### src/rtl/fm_dsp_pkg.sv
// Shared FM DSP definitions: datapath widths, scheduler state encoding and a
// constant-evaluable clog2 used to size tags and counters.
package fm_dsp_pkg;

  localparam int unsigned DvdW = 36;
  localparam int unsigned DvsW = 24;
  localparam int unsigned QuoW = 36;

  typedef enum logic [1:0] {
    StIdle,
    StIssue,
    StGap
  } sched_st_e;

  function automatic int unsigned clog2(input int unsigned v);
    int unsigned r;
    r = 0;
    while ((64'd1 << r) < 64'(v)) begin
      r = r + 1;
    end
    return r;
  endfunction

endpackage

### src/rtl/div_share_sched_if.sv
// Channel request, divider and result bus of the divider-sharing scheduler.
// The master modport is the scheduler; the slave modport is its environment.
interface div_share_sched_if
  import fm_dsp_pkg::*;
#(
  parameter int unsigned N_REQ = 2,
  parameter int unsigned DVD_W = DvdW,
  parameter int unsigned DVS_W = DvsW,
  parameter int unsigned QUO_W = QuoW
);
  logic [N_REQ-1:0]       REQ_RDY;
  logic [N_REQ-1:0]       REQ_ACK;
  logic [N_REQ*DVD_W-1:0] REQ_DIVIDEND;
  logic [N_REQ*DVS_W-1:0] REQ_DIVISOR;
  logic                   DIV_ND;
  logic [DVD_W-1:0]       DIV_DIVIDEND;
  logic [DVS_W-1:0]       DIV_DIVISOR;
  logic                   DIV_RDY;
  logic [QUO_W-1:0]       DIV_QUOTIENT;
  logic [N_REQ-1:0]       OUT_VALID;
  logic [QUO_W-1:0]       OUT_QUOTIENT;
  logic                   ERR_UNDERFLOW;

  modport master (
    input  REQ_RDY, REQ_DIVIDEND, REQ_DIVISOR, DIV_RDY, DIV_QUOTIENT,
    output REQ_ACK, DIV_ND, DIV_DIVIDEND, DIV_DIVISOR, OUT_VALID, OUT_QUOTIENT, ERR_UNDERFLOW
  );

  modport slave (
    output REQ_RDY, REQ_DIVIDEND, REQ_DIVISOR, DIV_RDY, DIV_QUOTIENT,
    input  REQ_ACK, DIV_ND, DIV_DIVIDEND, DIV_DIVISOR, OUT_VALID, OUT_QUOTIENT, ERR_UNDERFLOW
  );

endinterface

### src/rtl/tag_fifo.sv
// Synchronous FIFO of owner tags for divisions in flight.
// Push when full and pop when empty are ignored.
module tag_fifo
  import fm_dsp_pkg::*;
#(
  parameter int unsigned Depth = 8,
  parameter int unsigned Width = 1
) (
  input  logic             clk_i,
  input  logic             rst_ni,
  input  logic             push_i,
  input  logic             pop_i,
  input  logic [Width-1:0] din_i,
  output logic [Width-1:0] dout_o,
  output logic             full_o,
  output logic             empty_o
);
  localparam int unsigned PtrW = (Depth > 1) ? clog2(Depth) : 1;
  localparam int unsigned CntW = clog2(Depth) + 1;

  logic [Width-1:0] mem_q [Depth];
  logic [Width-1:0] mem_d [Depth];
  logic [PtrW-1:0]  wr_q, wr_d, rd_q, rd_d;
  logic [CntW-1:0]  cnt_q, cnt_d;
  logic             do_push, do_pop;

  assign full_o  = (cnt_q == CntW'(Depth));
  assign empty_o = (cnt_q == '0);
  assign dout_o  = mem_q[rd_q];

  always_comb begin
    do_push = push_i && !full_o;
    do_pop  = pop_i && !empty_o;
    mem_d   = mem_q;
    wr_d    = wr_q;
    rd_d    = rd_q;
    if (do_push) begin
      mem_d[wr_q] = din_i;
      wr_d        = (wr_q == PtrW'(Depth - 1)) ? '0 : wr_q + PtrW'(1);
    end
    if (do_pop) begin
      rd_d = (rd_q == PtrW'(Depth - 1)) ? '0 : rd_q + PtrW'(1);
    end
    cnt_d = cnt_q + CntW'(do_push) - CntW'(do_pop);
  end

  always_ff @(posedge clk_i or negedge rst_ni) begin
    if (!rst_ni) begin
      for (int i = 0; i < int'(Depth); i++) mem_q[i] <= '0;
      wr_q  <= '0;
      rd_q  <= '0;
      cnt_q <= '0;
    end else begin
      mem_q <= mem_d;
      wr_q  <= wr_d;
      rd_q  <= rd_d;
      cnt_q <= cnt_d;
    end
  end

endmodule

### src/rtl/div_share_sched.sv
// Round-robin scheduler sharing one pipelined divider between N_REQ channels.
// Each issue is tagged in a FIFO so returned quotients are routed to their owner.
module div_share_sched
  import fm_dsp_pkg::*;
#(
  parameter int unsigned N_REQ      = 2,
  parameter int unsigned DVD_W      = DvdW,
  parameter int unsigned DVS_W      = DvsW,
  parameter int unsigned QUO_W      = QuoW,
  parameter int unsigned FIFO_DEPTH = 8,
  parameter int unsigned ISSUE_GAP  = 1
) (
  input logic               CLK,
  input logic               CLK_RDY,
  div_share_sched_if.master bus
);
  localparam int unsigned TagW = (N_REQ > 1) ? clog2(N_REQ) : 1;
  localparam int unsigned GapW = clog2(ISSUE_GAP + 1);

  sched_st_e        state_q, state_d;
  logic [TagW-1:0]  ptr_q, ptr_d, grant_q, grant_d;
  logic [GapW-1:0]  gap_q, gap_d;
  logic [N_REQ-1:0] ack_q, ack_d, out_valid_q, out_valid_d;
  logic             nd_q, nd_d, err_q, err_d;
  logic [DVD_W-1:0] dvd_q, dvd_d;
  logic [DVS_W-1:0] dvs_q, dvs_d;
  logic [QUO_W-1:0] out_quo_q, out_quo_d;

  logic             pick_found;
  logic [TagW-1:0]  pick_idx, cand;
  logic [DVD_W-1:0] pick_dvd;
  logic [DVS_W-1:0] pick_dvs;
  logic             push, pop, fifo_full, fifo_empty;
  logic [TagW-1:0]  fifo_dout;

  // First requester strictly after the last grant, wrapping.
  always_comb begin
    pick_found = 1'b0;
    pick_idx   = '0;
    cand       = '0;
    for (int unsigned k = 1; k <= N_REQ; k++) begin
      cand = TagW'((32'(ptr_q) + k) % N_REQ);
      if (!pick_found && bus.REQ_RDY[cand]) begin
        pick_found = 1'b1;
        pick_idx   = cand;
      end
    end
    pick_dvd = bus.REQ_DIVIDEND[32'(pick_idx) * DVD_W +: DVD_W];
    pick_dvs = bus.REQ_DIVISOR[32'(pick_idx) * DVS_W +: DVS_W];
  end

  always_comb begin
    state_d = state_q;
    ptr_d   = ptr_q;
    grant_d = grant_q;
    gap_d   = gap_q;
    ack_d   = '0;
    nd_d    = 1'b0;
    dvd_d   = dvd_q;
    dvs_d   = dvs_q;
    push    = 1'b0;
    unique case (state_q)
      StIdle: begin
        // fifo_full comes from the registered count, so a same-cycle pop does not unblock.
        if (pick_found && !fifo_full) begin
          grant_d        = pick_idx;
          ack_d[pick_idx] = 1'b1;
          nd_d           = 1'b1;
          dvd_d          = pick_dvd;
          dvs_d          = (pick_dvs == '0) ? DVS_W'(1) : pick_dvs;
          state_d        = StIssue;
        end
      end
      StIssue: begin
        push    = 1'b1;
        ptr_d   = grant_q;
        gap_d   = GapW'(ISSUE_GAP);
        state_d = StGap;
      end
      StGap: begin
        if (gap_q <= GapW'(1)) state_d = StIdle;
        else                   gap_d   = gap_q - GapW'(1);
      end
      default: state_d = StIdle;
    endcase
  end

  always_comb begin
    out_valid_d = '0;
    out_quo_d   = out_quo_q;
    err_d       = err_q;
    pop         = 1'b0;
    if (bus.DIV_RDY) begin
      if (fifo_empty) begin
        err_d = 1'b1;
      end else begin
        pop                    = 1'b1;
        out_valid_d[fifo_dout] = 1'b1;
        out_quo_d              = bus.DIV_QUOTIENT;
      end
    end
  end

  always_ff @(posedge CLK or negedge CLK_RDY) begin
    if (!CLK_RDY) begin
      state_q     <= StIdle;
      ptr_q       <= TagW'(N_REQ - 1);
      grant_q     <= '0;
      gap_q       <= '0;
      ack_q       <= '0;
      nd_q        <= 1'b0;
      dvd_q       <= '0;
      dvs_q       <= '0;
      out_valid_q <= '0;
      out_quo_q   <= '0;
      err_q       <= 1'b0;
    end else begin
      state_q     <= state_d;
      ptr_q       <= ptr_d;
      grant_q     <= grant_d;
      gap_q       <= gap_d;
      ack_q       <= ack_d;
      nd_q        <= nd_d;
      dvd_q       <= dvd_d;
      dvs_q       <= dvs_d;
      out_valid_q <= out_valid_d;
      out_quo_q   <= out_quo_d;
      err_q       <= err_d;
    end
  end

  tag_fifo #(
    .Depth(FIFO_DEPTH),
    .Width(TagW)
  ) u_tag_fifo (
    .clk_i  (CLK),
    .rst_ni (CLK_RDY),
    .push_i (push),
    .pop_i  (pop),
    .din_i  (grant_q),
    .dout_o (fifo_dout),
    .full_o (fifo_full),
    .empty_o(fifo_empty)
  );

  assign bus.REQ_ACK       = ack_q;
  assign bus.DIV_ND        = nd_q;
  assign bus.DIV_DIVIDEND  = dvd_q;
  assign bus.DIV_DIVISOR   = dvs_q;
  assign bus.OUT_VALID     = out_valid_q;
  assign bus.OUT_QUOTIENT  = out_quo_q;
  assign bus.ERR_UNDERFLOW = err_q;

endmodule
### src/flat_wrapper.sv
// flat-port wrapper written by rule: the top's interface ports become plain ports
module div_share_sched_flat import fm_dsp_pkg::*;
#(
  parameter int unsigned N_REQ      = 2,
  parameter int unsigned DVD_W      = DvdW,
  parameter int unsigned DVS_W      = DvsW,
  parameter int unsigned QUO_W      = QuoW,
  parameter int unsigned FIFO_DEPTH = 8,
  parameter int unsigned ISSUE_GAP  = 1
)
  (CLK, CLK_RDY, bus_REQ_RDY, bus_REQ_DIVIDEND, bus_REQ_DIVISOR, bus_DIV_RDY, bus_DIV_QUOTIENT, bus_REQ_ACK, bus_DIV_ND, bus_DIV_DIVIDEND, bus_DIV_DIVISOR, bus_OUT_VALID, bus_OUT_QUOTIENT, bus_ERR_UNDERFLOW);
  div_share_sched_if #(.N_REQ(N_REQ), .DVD_W(DVD_W), .DVS_W(DVS_W), .QUO_W(QUO_W)) bus_i ();
  input logic CLK;
  input logic CLK_RDY;
  input wire logic [$bits(bus_i.REQ_RDY)-1:0] bus_REQ_RDY;
  input wire logic [$bits(bus_i.REQ_DIVIDEND)-1:0] bus_REQ_DIVIDEND;
  input wire logic [$bits(bus_i.REQ_DIVISOR)-1:0] bus_REQ_DIVISOR;
  input wire logic [$bits(bus_i.DIV_RDY)-1:0] bus_DIV_RDY;
  input wire logic [$bits(bus_i.DIV_QUOTIENT)-1:0] bus_DIV_QUOTIENT;
  output wire logic [$bits(bus_i.REQ_ACK)-1:0] bus_REQ_ACK;
  output wire logic [$bits(bus_i.DIV_ND)-1:0] bus_DIV_ND;
  output wire logic [$bits(bus_i.DIV_DIVIDEND)-1:0] bus_DIV_DIVIDEND;
  output wire logic [$bits(bus_i.DIV_DIVISOR)-1:0] bus_DIV_DIVISOR;
  output wire logic [$bits(bus_i.OUT_VALID)-1:0] bus_OUT_VALID;
  output wire logic [$bits(bus_i.OUT_QUOTIENT)-1:0] bus_OUT_QUOTIENT;
  output wire logic [$bits(bus_i.ERR_UNDERFLOW)-1:0] bus_ERR_UNDERFLOW;
  assign bus_i.REQ_RDY = bus_REQ_RDY;
  assign bus_i.REQ_DIVIDEND = bus_REQ_DIVIDEND;
  assign bus_i.REQ_DIVISOR = bus_REQ_DIVISOR;
  assign bus_i.DIV_RDY = bus_DIV_RDY;
  assign bus_i.DIV_QUOTIENT = bus_DIV_QUOTIENT;
  assign bus_REQ_ACK = bus_i.REQ_ACK;
  assign bus_DIV_ND = bus_i.DIV_ND;
  assign bus_DIV_DIVIDEND = bus_i.DIV_DIVIDEND;
  assign bus_DIV_DIVISOR = bus_i.DIV_DIVISOR;
  assign bus_OUT_VALID = bus_i.OUT_VALID;
  assign bus_OUT_QUOTIENT = bus_i.OUT_QUOTIENT;
  assign bus_ERR_UNDERFLOW = bus_i.ERR_UNDERFLOW;
  div_share_sched #(.N_REQ(N_REQ), .DVD_W(DVD_W), .DVS_W(DVS_W), .QUO_W(QUO_W), .FIFO_DEPTH(FIFO_DEPTH), .ISSUE_GAP(ISSUE_GAP)) u_core (.CLK(CLK), .CLK_RDY(CLK_RDY), .bus(bus_i));
endmodule
### config.mk
export PLATFORM = sky130hd
export DESIGN_NAME = div_share_sched_flat
export DESIGN_NICKNAME = d
export VERILOG_FILES = /design/src/rtl/fm_dsp_pkg.sv /design/src/rtl/div_share_sched_if.sv /design/src/rtl/tag_fifo.sv /design/src/rtl/div_share_sched.sv /design/src/flat_wrapper.sv
export SDC_FILE = /design/constraint.sdc
export NUM_CORES = 1
export LEC_CHECK = 0
export ABC_AREA = 1
export CORE_MARGIN = 2
export CORE_UTILIZATION = 40
export CTS_BUF_LIST = sky130_fd_sc_hd__clkbuf_8
export CTS_CLUSTER_DIAMETER = 120
export DETAILED_ROUTE_END_ITERATION = 8
export PLACE_DENSITY = 0.75
export SLEW_MARGIN = 20
export SYNTH_ARGS = -nofsm -noshare
export SYNTH_HDL_FRONTEND = slang
export SYNTH_HIERARCHICAL = 1
export SYNTH_SLANG_ARGS = --single-unit
export TNS_END_PERCENT = 50
### constraint.sdc
create_clock -name CLK -period 2.9 [get_ports CLK]
set_input_delay 0.29 -clock CLK [delete_from_list [all_inputs] [get_ports CLK]]
set_output_delay 0.29 -clock CLK [all_outputs]
set_load 0.1 [all_outputs]
==> flow_summary.yaml, run 1 <==
logic_synthesis:
  ys_ff_latch: 124
  synth_nets: 897
  avgSynthCellArea_um2: 7.91
  seq_area_frac_synth_pct: 54.1
  netlist_top_cells_area: "dfrtp_1 54%, nand2_1 25%, nand3_1 6.7%"
  synth_top_area_share_pct: 53.7
  synth_top_area_cell: "dfrtp_1"
  yosysUniqueCellTypes: 28
  netlist_area_um2: 5740
  synth_cells: 725
  yosysWarnings: 6
critical_path:
  cp-startpoint: "u_core/u_tag_fifo/cnt_q[2]"
  r2r-end: "u_core/u_tag_fifo/cnt_q[2]"
  critPathKind: "flop to flop"
  critPathLaunchType: "flop"
  cp_max_fo: 19
  regToRegSetupSlack_ns: 0.71
  rr_worst_depth: 10
  end_kind: "flop"
  crit_arrival_ns: 2.50
  rr_startpoint: "u_core/u_tag_fifo/cnt_q[2]"
  crit_required_ns: 3.21
timing:
  period_share_pct: 75.4
  hold_ws_ns: 0.322
  worstMarginPinSlew_ns: 1.10
  timing.final.max_slew_violations: 0
  hold_viol: 0
  slew-limit-headroom_pct: 26.8
  fin_tns_setup_ns: 0
  fmax_mhz: 457
  finClkSkew_ns: 0.00860
  setup_viol: 0
  rsz0062_at_grt: "false"
  period_needed_ns: 2.19
clock_network:
  cts-buffers-inserted: 17
  clk_path_buf_depth: 2
  cts_setup_buffers: 0
  cts_tree: "built"
  clk_pin_slew_ns: 0.07
  htree_levels: 4
  cts_root_buf: "clkbuf_8"
  clock_sinks: 124
  clk_latency_ns: 0.44
routing:
  num_vias: 5454
  dr.pass1.iters: 4
  vias_per_cell: 4.65
  drc_errors: 0
  wire_per_inst_um: 13.8
  finalWirelength_mm: 16.2
  ant_nets: 0
  drt_iter0_drc: 324
global_route:
  grt_max_degree: 63
  grt_pass1_wl_mm: 25.1
  grt_pass1_vias: 5166
  overflow: 0
  antenna_found_initial: 0
  grt_util_all_layers_pct: 21.2
floorplanning:
  start_util_pct: 41.2
  rows: 43
  die-area_um2: 15300
  die_y_um: 124
  core_um2: 13900
  pin_count: 263
  die_w_um: 124
place:
  routabilityCongestion: 0.812
  hpwlAfterDp_mm: 11.6
  portBuffers: 262
layout:
  nets: 1152
  drive_gt1_share_pct: 15.7
  syn_to_final_growth_pct: 49.8
  n_antenna_cell: 0
run_status:
  status: "complete, no violations"
hold_path:
  hp-class: "input port to async pin"
run:
  cap_violations: 0
==> per-stage QoR <==
step	utilization (%)	instance area, µm²	cells	setup WS [ns]
detailed placement	58.8	8200	1140	0.707
CTS	61.7	8590	1173	0.700
global placement	58.8	8200	1140	0.723
global route	61.7	8590	1173	0.530
floorplan	-	5740	725	0.442
finish	61.7	8590	1173	0.713
==> area by class of cell <==
class / count / area, µm²
clock inverter: 9 / 71.3
inverter: 34 / 133
sequential: 124 / 3100
clock buffer: 23 / 317
timing repair buffer: 271 / 2450
fill: 1256 / 5340
multi-input combinational: 532 / 2300
tap: 180 / 225
==> layer usage <==
metal | part of all wire (%) | GRT usage (%) | vias to the layer above
met4 | 2.4 | 8.45 | 0
met3 | 9.5 | 8.52 | 30
met5 | 0 | 0 | -
li1 | - | - | 2752
met2 | 47 | 34.1 | 206
met1 | 41 | 25.5 | 2466
==> sequential cells by signal, summed over array words and instances, names as in the netlist <==
name                      flops
u_core/bus.REQ_ACK            2
u_core/bus.DIV_DIVISOR       24
u_core/bus.DIV_DIVIDEND      36
u_core/bus.OUT_QUOTIENT      36
u_core/u_tag_fifo/rd_q        3
u_core/bus.ERR_UNDERFLOW      1
u_core/state_q                2
u_core/ptr_q                  1
u_core/u_tag_fifo/wr_q        3
u_core/u_tag_fifo/mem_q       8
u_core/bus.OUT_VALID          2
u_core/grant_q                1
u_core/u_tag_fifo/cnt_q       4
u_core/bus.DIV_ND             1
==> what timing repair did <==
action / in CTS / in global routing
hold buffers: 1 / 0
hold endpoints to repair: 26 / 0
resized for setup: 0 / 0
==> Yosys cell counts, drive strengths merged <==
master  number
nand2      386
dfrtp      123
nand3       79
nor2        34
inv         33
buf         27
ha          10
clkbuf       8
nand4        8
o21ai        5
a21oi        3
or2          2
xor2         2
a21o         1
clkinv       1
dfstp        1
fa           1
o21bai       1
==> cells by family after synthesis <==
| logic type | after synthesis | synth area share (%) |
|---|---|---|
| compound gates | 10 | 1.02 |
| flops | 124 | 54.1 |
| buf+inv | 69 | 5.91 |
| fa+ha+maj | 11 | 2.53 |
| xor+xnor | 2 | 0.305 |
| simple gates | 509 | 36.1 |
==> worst max path at each step <==
stage	endpoint	cells past startpoint	slack, ns
floorplan	u_core/u_tag_fifo/cnt_q[2]	14	0.44
global placement	u_core/u_tag_fifo/cnt_q[2]	10	0.72
detailed placement	u_core/u_tag_fifo/cnt_q[2]	10	0.71
CTS	u_core/u_tag_fifo/cnt_q[2]	10	0.70
global route	u_core/u_tag_fifo/cnt_q[2]	12	0.53
finish	u_core/u_tag_fifo/cnt_q[2]	10	0.71
==> worst max-delay path: stages (launching register included) <==
cell	delay [ns]
dfrtp_1	0.33
inv_1	0.06
ha_1	0.22
nand3_2	0.09
buf_4	0.23
nand2_4	0.09
ha_1	0.28
inv_1	0.03
ha_1	0.19
fa_1	0.37
xor2_1	0.17
==> cell usage in the layout (no fill, tap or decap), types with 2 or more instances in the layout <==
master,Yosys,final
nor2_1,33,32
nand3_1,77,77
inv_1,30,33
xor2_1,2,2
inv_4,2,2
inv_2,1,2
clkdlybuf4s50_1,0,159
o21ai_0,4,4
nand4_1,8,8
dfrtp_1,123,123
nand2_4,3,3
a21oi_1,3,3
buf_4,7,110
nand3_2,2,2
nand2_1,382,382
or2_2,2,2
nor2_2,1,2
clkinvlp_4,0,2
clkbuf_8,0,23
ha_1,10,10
clkinv_2,0,3
Power of run 1 is left out: the tool's default activity adds up to more than one toggle a clock period on the data nets, which glitch-free logic cannot reach.
==> run 2: changes to the inputs <==
==> constraint.sdc (replaced) <==
create_clock -name CLK -period 2.05 [get_ports CLK]
set_input_delay 0.205 -clock CLK [delete_from_list [all_inputs] [get_ports CLK]]
set_output_delay 0.205 -clock CLK [all_outputs]
set_load 0.1 [all_outputs]
==> run 2 against run 1 <==
Effect of this change: first-iteration DRC count shrank 44%; clock skew grew 0.0021 ns; clock-buffer cell count fell by 3; worst setup slack got worse by 0.60 ns; global-route usage up 0.86 points; via count up 1.2%; non-clock buffer count is 16 higher; routed wire length up 1.7%; sequential cell count unchanged; cell area up 4.3%; critical path type unchanged; largest cell class unchanged.
==> flow_summary.yaml, run 2 (synthesized netlist as in run 1, its figures left out) <==
clock_network:
  clk_path_buf_depth: 2
  htree_levels: 4
  cts_root_buf: "clkbuf_8"
  clk_pin_slew_ns: 0.07
  cts_setup_buffers: 0
  clock_sinks: 124
  clk_latency_ns: 0.44
  cts_tree: "built"
  cts-buffers-inserted: 17
routing:
  num_vias: 5518
  wire_per_inst_um: 13.8
  vias_per_cell: 4.64
  drt_iter0_drc: 181
  drc_errors: 0
  finalWirelength_mm: 16.5
  ant_nets: 0
  dr.pass1.iters: 4
critical_path:
  crit_required_ns: 2.37
  critPathKind: "flop to flop"
  cp_max_fo: 3
  end_kind: "flop"
  critPathLaunchType: "flop"
  crit_arrival_ns: 2.26
  rr_startpoint: "u_core/u_tag_fifo/cnt_q[2]"
  regToRegSetupSlack_ns: 0.11
  cp-startpoint: "u_core/u_tag_fifo/cnt_q[2]"
layout:
  final_area_um2: 8960
  nets: 1168
  syn_to_final_growth_pct: 56.2
  final_cell_mix: "381 x nand2_1, 159 x clkdlybuf4s50_1, 123 x dfrtp_1, 118 x buf_4, 76 x nand3_1"
  final_common_cell: "nand2_1"
  drive_gt1_share_pct: 18.3
  n_antenna_cell: 0
floorplanning:
  core_um2: 13900
  pin_count: 263
  die_y_um: 124
  die_w_um: 124
  start_util_pct: 41.2
  die-area_um2: 15300
  rows: 43
timing:
  timing.final.max_slew_violations: 0
  finClkSkew_ns: 0.0107
  rsz0062_at_grt: "false"
  hold_viol: 0
  period_share_pct: 94.5
  worstMarginPinSlew_ns: 0.417
  fmax_mhz: 516
  slew-limit-headroom_pct: 72.2
  period_needed_ns: 1.94
  setup_viol: 0
  final.setup.worst_slack_ns: 0.114
place:
  routabilityCongestion: 0.837
  hpwlAfterDp_mm: 12.4
  portBuffers: 262
  preCtsSetupSlack_ns: 0.0857
  placed_area_um2: 8480
global_route:
  grt_max_degree: 53
  overflow: 0
  grt_pass1_vias: 5364
  grt_pass1_wl_mm: 25.9
  grt_util_all_layers_pct: 22.1
  antenna_found_initial: 0
run:
  cap_violations: 0
run_status:
  status: "complete, no violations"
hold_path:
  hp-class: "input port to async pin"
## run 2: area by class of cell
class / count / area [µm²]
flip-flops and latches: 124 / 3100
multi-input cells: 532 / 2360
inverters: 34 / 135
repair buffers: 287 / 2670
well taps: 180 / 225
clock buffers: 20 / 275
clock inverters: 12 / 193
fillers: 1219 / 4970
## run 2: path summary, 6_finish.rpt
| path | to | depth (start not counted) |
|---|---|---|
| worst max-delay path | u_core/u_tag_fifo/cnt_q[2] | 12 |
| worst min-delay path | u_core/bus.OUT_QUOTIENT[29] | 2 |
| worst max register to register | u_core/u_tag_fifo/cnt_q[2] | 12 |
| worst min register to register | u_core/state_q[1] | 1 |
| max in group asynchronous | u_core/ptr_q | 3 |
| min in group CLK | u_core/bus.OUT_QUOTIENT[0] | 3 |
## run 2: routing by layer
layer	part of all wire, %	up-vias	wire length, µm	GRT usage, %
met5	0	-	0	0
met4	2.2	0	357	8.88
met3	10	24	1680	8.06
met2	47	220	7780	36.3
met1	40	2485	6650	26.3
li1	-	2789	-	-
## run 2: per-stage QoR
| stage | utilization (%) | std cells | hold slack [ns] | TNS, ns |
|---|---|---|---|---|
| 2_1_floorplan | - | 725 | -0.0906 | -0.198 |
| 3_3_place_gp | 60.8 | 1156 | 0.170 | 0 |
| 3_5_place_dp | 60.8 | 1156 | 0.166 | 0 |
| 4_1_cts | 64.3 | 1189 | 0.226 | 0 |
| 5_1_grt | 64.3 | 1189 | 0.264 | 0 |
| 6_report | 64.3 | 1189 | 0.248 | 0 |
## run 2: worst max-delay path: stages (launching register included)
cell     delay, ns
dfrtp_1       0.38
inv_2         0.09
ha_4          0.14
nand3_4       0.09
inv_2         0.07
nor2_2        0.05
nand2_4       0.06
inv_4         0.04
ha_4          0.25
inv_2         0.03
ha_4          0.15
fa_2          0.35
xor2_1        0.14
## run 2: what timing repair did
action                                 in CTS  in global routing
setup endpoints to repair                   0                 25
endpoints found under the hold margin      29                  0
gates resized for setup                     0                  1
hold buffers                                1                  0
Power of run 2 is left out for the same reason.
